[config.mk]
export PLATFORM = sky130hd
export DESIGN_NAME = vend_dispense_unit
export DESIGN_NICKNAME = d
export VERILOG_FILES = /design/src/rtl/vend_pkg.sv /design/src/rtl/sensor_sync_edge.sv /design/src/rtl/vend_dispense_unit.sv
export SDC_FILE = /design/constraint.sdc
export NUM_CORES = 1
export LEC_CHECK = 0
export ABC_AREA = 1
export BUFFER_PORTS_ARGS = -buffer_cell sky130_fd_sc_hd__buf_2
export CORE_MARGIN = 10
export CORE_UTILIZATION = 60
export DETAILED_ROUTE_END_ITERATION = 16
export PLACE_DENSITY = 0.94
export SYNTH_ARGS = -nofsm -noshare
export SYNTH_HDL_FRONTEND = slang
export SYNTH_HIERARCHICAL = 1
export SYNTH_SLANG_ARGS = --single-unit
[constraint.sdc]
create_clock -name clk -period 2.5 [get_ports clk]
set_input_delay 0 -clock clk [delete_from_list [all_inputs] [get_ports clk]]
set_output_delay 0 -clock clk [all_outputs]
set_load 0.005 [all_outputs]
[src/rtl/vend_pkg.sv]
// Shared encodings for the vending dispense unit: FSM states, fault codes, product ids.
package vend_pkg;

  typedef enum logic [2:0] {
    StIdle,
    StVend,
    StPay,
    StWaitCoin,
    StDone,
    StFault
  } vend_state_e;

  localparam logic [1:0] FaultNone      = 2'b00;
  localparam logic [1:0] FaultVendTo    = 2'b01;
  localparam logic [1:0] FaultCoinTo    = 2'b10;
  localparam logic [1:0] FaultCoinStuck = 2'b11;

  localparam logic PROD_CHOCO = 1'b0;
  localparam logic PROD_DRINK = 1'b1;

endpackage

[src/rtl/sensor_sync_edge.sv]
// Two-flop synchronizer for an asynchronous sensor pin, followed by a rising-edge pulse.
module sensor_sync_edge (
  input  logic clk_i,
  input  logic rst_ni,
  input  logic sense_i,
  output logic level_o,
  output logic rise_o
);

  logic meta_q, sync_q, prev_q;

  always_ff @(posedge clk_i or negedge rst_ni) begin
    if (!rst_ni) begin
      meta_q <= 1'b0;
      sync_q <= 1'b0;
      prev_q <= 1'b0;
    end else begin
      meta_q <= sense_i;
      sync_q <= meta_q;
      prev_q <= sync_q;
    end
  end

  assign level_o = sync_q;
  assign rise_o  = sync_q & ~prev_q;

endmodule

[src/rtl/vend_dispense_unit.sv]
// Dispense executor: runs the product motor, then ejects change coins one at a time.
// Optional build macro COIN_RETRY_EN re-pulses the hopper once per coin before faulting.
module vend_dispense_unit
  import vend_pkg::*;
#(
  parameter int unsigned CHANGE_W       = 3,
  parameter int unsigned PULSE_CYCLES   = 4,
  parameter int unsigned TIMEOUT_CYCLES = 1000
) (
  input  logic                clk,
  input  logic                reset,
  input  logic                req_valid,
  output logic                req_ready,
  input  logic                req_product,
  input  logic [CHANGE_W-1:0] req_change,
  output logic                vend_motor,
  input  logic                vend_sense,
  output logic                coin_eject,
  input  logic                coin_sense,
  input  logic                fault_clr,
  output logic                busy,
  output logic                done,
  output logic                fault,
  output logic [1:0]          fault_code,
  output logic                last_product,
  output logic [CHANGE_W-1:0] coins_paid
);

  localparam int unsigned TimerW = $clog2(TIMEOUT_CYCLES + 1);
  localparam logic [TimerW-1:0] TimerMax    = '1;
  localparam logic [TimerW-1:0] TimeoutLast = TimerW'(TIMEOUT_CYCLES - 1);
  localparam logic [TimerW-1:0] PulseLast   = TimerW'(PULSE_CYCLES - 1);

  vend_state_e         state_q, state_d;
  logic [TimerW-1:0]   timer_q, timer_d;
  logic [CHANGE_W-1:0] remain_q, remain_d;
  logic [CHANGE_W-1:0] paid_q, paid_d;
  logic                product_q, product_d;
  logic [1:0]          code_q, code_d;
  logic                confirmed_q, confirmed_d;
`ifdef COIN_RETRY_EN
  logic                retry_q, retry_d;
`endif

  logic timer_clr, take_coin;
  logic vend_level, vend_rise, coin_level, coin_rise;
  logic unused_vend_level;

  sensor_sync_edge u_vend_sync (
    .clk_i   (clk),
    .rst_ni  (reset),
    .sense_i (vend_sense),
    .level_o (vend_level),
    .rise_o  (vend_rise)
  );

  sensor_sync_edge u_coin_sync (
    .clk_i   (clk),
    .rst_ni  (reset),
    .sense_i (coin_sense),
    .level_o (coin_level),
    .rise_o  (coin_rise)
  );

  assign unused_vend_level = vend_level;

  always_comb begin
    state_d     = state_q;
    remain_d    = remain_q;
    paid_d      = paid_q;
    product_d   = product_q;
    code_d      = code_q;
    confirmed_d = confirmed_q;
`ifdef COIN_RETRY_EN
    retry_d     = retry_q;
`endif
    timer_clr   = 1'b0;
    take_coin   = 1'b0;
    req_ready   = 1'b0;
    vend_motor  = 1'b0;
    coin_eject  = 1'b0;
    done        = 1'b0;

    unique case (state_q)
      StIdle: begin
        req_ready = 1'b1;
        if (req_valid) begin
          product_d   = req_product;
          remain_d    = req_change;
          paid_d      = '0;
          confirmed_d = 1'b0;
`ifdef COIN_RETRY_EN
          retry_d     = 1'b0;
`endif
          state_d     = StVend;
          timer_clr   = 1'b1;
        end
      end

      StVend: begin
        vend_motor = ~vend_rise;
        if (vend_rise) begin
          state_d   = (remain_q != '0) ? StPay : StDone;
          timer_clr = 1'b1;
        end else if (timer_q == TimeoutLast) begin
          state_d   = StFault;
          code_d    = FaultVendTo;
          timer_clr = 1'b1;
        end
      end

      StPay: begin
        // A sensor that is already high (not a fresh edge) on entry cannot confirm anything.
        if ((timer_q == '0) && coin_level && !coin_rise) begin
          state_d   = StFault;
          code_d    = FaultCoinStuck;
          timer_clr = 1'b1;
        end else begin
          coin_eject = 1'b1;
          if (coin_rise) begin
            confirmed_d = 1'b1;
          end
          if (timer_q == PulseLast) begin
            timer_clr = 1'b1;
            if (confirmed_q || coin_rise) begin
              take_coin = 1'b1;
            end else begin
              state_d = StWaitCoin;
            end
          end
        end
      end

      StWaitCoin: begin
        if (coin_rise) begin
          take_coin = 1'b1;
        end else if (timer_q == TimeoutLast) begin
          timer_clr = 1'b1;
`ifdef COIN_RETRY_EN
          if (!retry_q) begin
            retry_d = 1'b1;
            state_d = StPay;
          end else begin
            state_d = StFault;
            code_d  = FaultCoinTo;
          end
`else
          state_d = StFault;
          code_d  = FaultCoinTo;
`endif
        end
      end

      StDone: begin
        done      = 1'b1;
        state_d   = StIdle;
        timer_clr = 1'b1;
      end

      StFault: begin
        if (fault_clr) begin
          state_d   = StIdle;
          code_d    = FaultNone;
          timer_clr = 1'b1;
        end
      end

      default: begin
        state_d   = StIdle;
        timer_clr = 1'b1;
      end
    endcase

    if (take_coin) begin
      paid_d      = paid_q + 1'b1;
      remain_d    = remain_q - 1'b1;
      confirmed_d = 1'b0;
`ifdef COIN_RETRY_EN
      retry_d     = 1'b0;
`endif
      state_d     = (remain_q > CHANGE_W'(1)) ? StPay : StDone;
      timer_clr   = 1'b1;
    end

    if (timer_clr) begin
      timer_d = '0;
    end else if (timer_q == TimerMax) begin
      timer_d = timer_q;
    end else begin
      timer_d = timer_q + 1'b1;
    end
  end

  always_ff @(posedge clk or negedge reset) begin
    if (!reset) begin
      state_q     <= StIdle;
      timer_q     <= '0;
      remain_q    <= '0;
      paid_q      <= '0;
      product_q   <= 1'b0;
      code_q      <= FaultNone;
      confirmed_q <= 1'b0;
`ifdef COIN_RETRY_EN
      retry_q     <= 1'b0;
`endif
    end else begin
      state_q     <= state_d;
      timer_q     <= timer_d;
      remain_q    <= remain_d;
      paid_q      <= paid_d;
      product_q   <= product_d;
      code_q      <= code_d;
      confirmed_q <= confirmed_d;
`ifdef COIN_RETRY_EN
      retry_q     <= retry_d;
`endif
    end
  end

  assign busy         = (state_q != StIdle) && (state_q != StFault);
  assign fault        = (state_q == StFault);
  assign fault_code   = code_q;
  assign last_product = product_q;
  assign coins_paid   = paid_q;

endmodule

==> metrics, run 1 <==
vias per std cell 5.35; Site Rows 19; synthesized area 1800 um^2; GPL Wtd Cong 0.923; CTS buffer count 5; VDD IR-drop max 0.000660 V; Antenna Violating Nets Remaining 0; Synth Register Bits 29; Stages on worst setup path 10; Mapped Nets 264; Ys Warns 6; TNS Setup 0 ns; xor/xnor share of the synthesized area 1.95%; post-synthesis sequential area ratio 40.4%; Hold WS 0.0180 ns; Max Clock Freq 0.578 GHz; CP dominant cell by count nand2_1; pin count of the biggest net entering global routing 30; final WL 4.04 mm; DR iter-0 viols 213; mux cell area share after synthesis 0%; vias in the first global route 1594; CTS tree done; Pwr Total 2180 uW; H-tree depth 2; Sink Count 29; Max-Cap Viols 0; Leak 0.00116 uW; Worst Hold Path Cells 5; post-layout minimum cycle time 1.73 ns; I/O pin count 22; clock skew 0.0159 ns; Total GRT Usage 15.9%; simple-gate share of the synthesized area 37.9%; die footprint 5590 um^2; Die H 74.7 um; r2r startpoint timer_q[0]; Post-Place Cells 299; fraction of layout cells with a size suffix above 1 18.1%; crit path to timer_q[2]; area occupied by multi-input gates 902 um^2; final worst slack 0.769 ns; Crit-path slowest cell dfrtp_1; Die Width 74.7 um; outcome complete, no violations; Syn Area/Cell 7.25 um^2; WP buf/inv 1; first-pass GRT wire length 6.97 mm; Gates resized, CTS repair 0; total area of sequential cells 726 um^2; Placement Setup Slack 0.788 ns; crit-path leading delay family simple AND/OR/NAND/NOR gates; Worst Path Arrival 1.94 ns; final setup fails 0; Core Area 2810 um^2; Worst EP required 2.71 ns; CP Launch Type flip-flop; via count 1669; Root Driver clkbuf_4; nets 296; post-DP HPWL 3.03 mm; period utilisation layout 69.2%; CP Class flip-flop to flip-flop; largest family of logic cells by synthesized area simple AND/OR/NAND/NOR gates; DRT Pass-1 Iters 4; Hold Path Class input port to flip-flop; Worst Path Max Fanout 10; Post-Synthesis Cells 248; Final Hold Vio Count 0; max incr delay on CP 0.42 ns; crit path from timer_q[0]; Crit Reg-Reg Endpoint timer_q[2]; worst slew pin tran 0.651 ns; Compound-Gate Fraction of Synth Area 6.19%; Clk Latency, worst-skew pair 0.34 ns; CP Capture Type flip-flop; PD cells 1050 nW/um^2; drt drc 0; crit-path cells ha_1, nand2_1, nor2_2, nand3_1, nand2_1, nand2_1, nand2_1, inv_1, nand3_4, nor2_1; Non-Filler Instances 312; Worst-path clk slew 0.09 ns; area grow syn2layout 14.9%; port bufs 21; ANT cells 0; post-synthesis adder-cell area fraction 4.18%; max-slew headroom at the worst pin 56.6%; Initial Util 64.1%; Yosys cell types 26; routed len/inst 12.9 um; RSZ-0062 raised after global routing false; initial antenna violation count 0; r2r worst-path depth 10; max-slew violation total from the final report 0; worst reg-to-reg setup slack 0.77 ns; filler instances 211; Longest Clk Path Bufs 2; grt ovf 0
layout by cell type, fill, tap and decap left out, drive strengths merged:
cell type    Yosys  final
a31oi            1      1
clkbuf           0      7
bufinv           0      1
dlygate4sd3      0      5
xnor2            1      1
o21ai           13     13
inv             41     41
a21oi            4      4
xor2             3      3
nand3           26     26
nand4            2      2
a31o             1      1
nand3b           1      1
nand2           72     72
buf              1     21
ha               6      6
dfrtp           29     29
nor2            46     46
nor3             1      1
worst min path at each step:
stage,from,end
2_1_floorplan,reset,coins_paid[0]
3_3_place_gp,reset,u_coin_sync/meta_q
3_5_place_dp,reset,u_coin_sync/meta_q
4_1_cts,req_change[0],remain_q[0]
5_1_grt,req_change[0],remain_q[0]
6_report,req_change[0],remain_q[0]
power breakdown:
part,internal [uW],total (uW),switching [uW],leakage [uW]
Combinational,389,1050,656,0.000741
Sequential,604,725,121,0.000369
Clock,239,406,168,0.0000455
registers in the layout (all words and copies together) (netlist names):
signal	count
remain_q	3
fault_code	2
u_coin_sync/level_o	1
u_vend_sync/meta_q	1
coins_paid	3
confirmed_q	1
u_vend_sync/level_o	1
u_coin_sync/prev_q	1
u_vend_sync/prev_q	1
last_product	1
state_q	3
timer_q	10
u_coin_sync/meta_q	1
worst reg2reg max path: stages, from the launching register on:
cell and delay (ns):
dfrtp_1 0.42, ha_1 0.25, nand2_1 0.11, nor2_2 0.14, nand3_1 0.19, nand2_1 0.12, nand2_1 0.07, nand2_1 0.06
inv_1 0.06, nand3_4 0.14, nor2_1 0.06
cell type report:
type                            count  area share [%]
Multi-Input combinational cell    177            43.7
Clock buffer                        7            2.67
Timing Repair Buffer               26            7.51
Clock inverter                      1            1.45
Tap cell                           31            1.88
Inverter                           41            7.69
Sequential cell                    29            35.1
layer usage:
layer,wire [um],track usage (%),part of all wire (%)
met1,1690,18.6,42
met2,1980,27.4,49
met5,0,0,0
met3,311,4.73,7.7
met4,52,5.25,1.3
cells in the mapped netlist, drive strengths merged:
library cell,n,area [um^2]
a21oi,4,31.3
a31o,1,8.76
a31oi,1,6.26
buf,1,11.3
dfrtp,29,726
ha,6,75.1
inv,41,159
nand2,72,288
nand3,26,153
nand3b,1,7.51
nand4,2,12.5
nor2,46,215
nor3,1,5.00
o21ai,13,65.1
xnor2,1,8.76
xor2,3,26.3
through the flow:
step / instance area, um^2 / util, %
global placement: 1930 / 68.8
finish: 2070 / 73.6
global route: 2070 / 73.6
CTS: 2070 / 73.6
floorplan: 1800 / -
detailed placement: 1930 / 68.8
repair_timing:
action                                 4_1_cts  5_1_grt
buffers inserted                             0        0
hold buffers                                 5        0
endpoints found under the hold margin       33        0
cells by family after synthesis:
logic type | after synthesis
flip-flops | 29
adder cells (fa/ha/maj) | 6
AND/OR/NAND/NOR | 148
AO/OA/AOI/OAI | 19
XOR/XNOR | 4
buffers and inverters | 42
(Power assumes the default switching activity.)
==> run 2, diff against run 1 <==
--- a/config.mk
+++ b/config.mk
@@ -8,9 +8,9 @@
 export ABC_AREA = 1
 export BUFFER_PORTS_ARGS = -buffer_cell sky130_fd_sc_hd__buf_2
 export CORE_MARGIN = 10
-export CORE_UTILIZATION = 60
+export CORE_UTILIZATION = 57
 export DETAILED_ROUTE_END_ITERATION = 16
-export PLACE_DENSITY = 0.94
+export PLACE_DENSITY = 0.9
 export SYNTH_ARGS = -nofsm -noshare
 export SYNTH_HDL_FRONTEND = slang
 export SYNTH_HIERARCHICAL = 1
==> constraint.sdc (replaced) <==
create_clock -name clk -period 1.79 [get_ports clk]
set_input_delay 0 -clock clk [delete_from_list [all_inputs] [get_ports clk]]
set_output_delay 0 -clock clk [all_outputs]
set_load 0.005 [all_outputs]
==> metrics, run 2 (synthesis gave the netlist of run 1 again) <==
DRT Pass-1 Iters 5 (+1); PD cells 1380 nW/um^2 (+31%); grt ovf 0 (unchanged); Die Width 76.2 um (+1.9%); max FFs per register 10 (unchanged); Crit-path slowest cell dfrtp_1; Final Core Density 69.3% (-4.3 points); Worst EP required 2.00 ns (-0.71 ns); max incr delay on CP 0.40 ns (-0.02 ns); drt drc 0 (unchanged); final setup fails 0 (unchanged); Core Area 3030 um^2 (+7.9%); Worst-path clk slew 0.08 ns (about the same); TNS Setup 0 ns (unchanged); Sink Count 29 (unchanged); Root Driver clkbuf_4; vias per std cell 5.14 (-4.0%); Initial Util 59.4% (-4.7 points); CTS buffer count 5 (unchanged); CP Launch Type flip-flop; Hold Path Class input port to flip-flop; CP dominant cell by count nand2_1; routed len/inst 11.9 um (-7.8%); crit-path cells ha_2, nand2_2, nor2_4, nand2_1, nor2_2, nand3_1, nand2_1, inv_1, nand3_4, nor2_1; die footprint 5800 um^2 (+3.8%); Longest Clk Path Bufs 2 (unchanged); max-slew violation total from the final report 0 (unchanged); nets 300 (+1.4%); period utilisation layout 94.6% (+25 points); GPL Wtd Cong 0.916 (-0.72%); initial antenna violation count 0 (unchanged); Leak 0.00116 uW (about the same); Max-Cap Viols 0 (unchanged); port bufs 21 (unchanged); via count 1680 (+0.66%); Final Hold Vio Count 0 (unchanged); commonest non-fill, non-tap cell in the layout nand2_1; Worst Path Max Fanout 10 (unchanged); Total GRT Usage 13.7% (-2.2 points); max-slew headroom at the worst pin 57.6% (+1.0 points); Die H 76.2 um (+1.9%); crit-path leading delay family simple AND/OR/NAND/NOR gates; DR iter-0 viols 161 (-24%); pin count of the biggest net entering global routing 30 (unchanged); vias in the first global route 1587 (-0.44%); CP Capture Type flip-flop; WP buf/inv 1 (unchanged); outcome complete, no violations; worst slew pin tran 0.636 ns (-0.0153 ns); first-pass GRT wire length 6.73 mm (-3.4%); Placement Setup Slack 0.111 ns (-0.677 ns); area grow syn2layout 16.8%; Biggest register timer_q; fraction of layout cells with a size suffix above 1 21.2% (+3.1 points); final WL 3.90 mm (-3.4%); Max Clock Freq 0.591 GHz (+2.2%); CTS tree done; VDD IR-drop max 0.000765 V (+16%); Site Rows 20 (+1); Antenna Violating Nets Remaining 0 (unchanged); worst reg-to-reg setup slack 0.1 ns (-0.67 ns); most frequent cells in the layout nand2_1 (66), inv_1 (37), nor2_1 (34), dfrtp_1 (29), nand3_1 (22); I/O pin count 22 (unchanged); Clk Latency, worst-skew pair 0.33 ns (about the same); Worst Path Arrival 1.90 ns (-0.04 ns); post-layout minimum cycle time 1.69 ns (-0.0380 ns); H-tree depth 2 (unchanged); post-DP HPWL 3.02 mm (-0.38%); clock skew 0.00742 ns (-0.00844 ns); ANT cells 0 (unchanged); final worst slack 0.0969 ns (-0.672 ns); CP Class flip-flop to flip-flop
run 2: changes by cell type in the layout (fill, tap and decap cells not counted), sizes merged:
cell | previous run | this run
buf | 21 | 25
bufinv | 1 | 0
clkbuf | 7 | 5
clkinv | 0 | 1
run 2: area by class of cell:
type | count | area (um^2)
Tap cell | 44 | 55.1
Timing Repair Buffer | 30 | 185
Sequential cell | 29 | 726
Inverter | 41 | 159
Fill cell | 227 | 928
Clock inverter | 1 | 5.00
Clock buffer | 5 | 37.5
Multi-Input combinational cell | 177 | 932
run 2: power breakdown:
group | switching [uW] | internal [uW]
registers | 173 | 844
clock network | 209 | 136
logic | 938 | 591
run 2: path summary, 6_finish.rpt:
path | from | cells past startpoint | endpoint
worst max-delay path | timer_q[0] | 10 | timer_q[6]
worst min-delay path | req_change[2] | 5 | remain_q[2]
worst max register to register | timer_q[0] | 10 | timer_q[6]
worst min register to register | u_coin_sync/meta_q | 0 | u_coin_sync/level_o
max in group asynchronous | reset | 2 | u_vend_sync/meta_q
min in group asynchronous | reset | 2 | timer_q[1]
run 2: per-stage QoR:
step / hold WS [ns] / std cells / instance area, um^2 / total power, uW
floorplan: -0.296 / 248 / 1800 / 2060
global route: 0.0712 / 327 / 2100 / 3210
detailed placement: 0.0625 / 314 / 1960 / 2500
global placement: 0.0486 / 314 / 1960 / 2440
CTS: 0.0343 / 325 / 2050 / 2860
finish: 0.0424 / 327 / 2100 / 2890
run 2: layer usage:
metal | global-route usage (%) | up-vias | part of all wire [%]
met5 | 0 | - | 0
met4 | 5.95 | 0 | 1.7
li1 | - | 841 | -
met3 | 4.13 | 8 | 7.4
met1 | 16.1 | 770 | 45
met2 | 22.5 | 61 | 46
run 2: worst register-to-register path, cell delays in order (launching register included):
cell and delay (ns):
dfrtp_1 0.40, ha_2 0.25, nand2_2 0.09, nor2_4 0.17, nand2_1 0.10, nor2_2 0.12
nand3_1 0.09, nand2_1 0.07, inv_1 0.06, nand3_4 0.15, nor2_1 0.06
run 2: what timing repair did:
action,CTS,global route
hold endpoints to repair,33,0
endpoints found under the setup margin,0,13
setup buffers,0,2
hold buffers,5,0
gates resized for setup,0,8
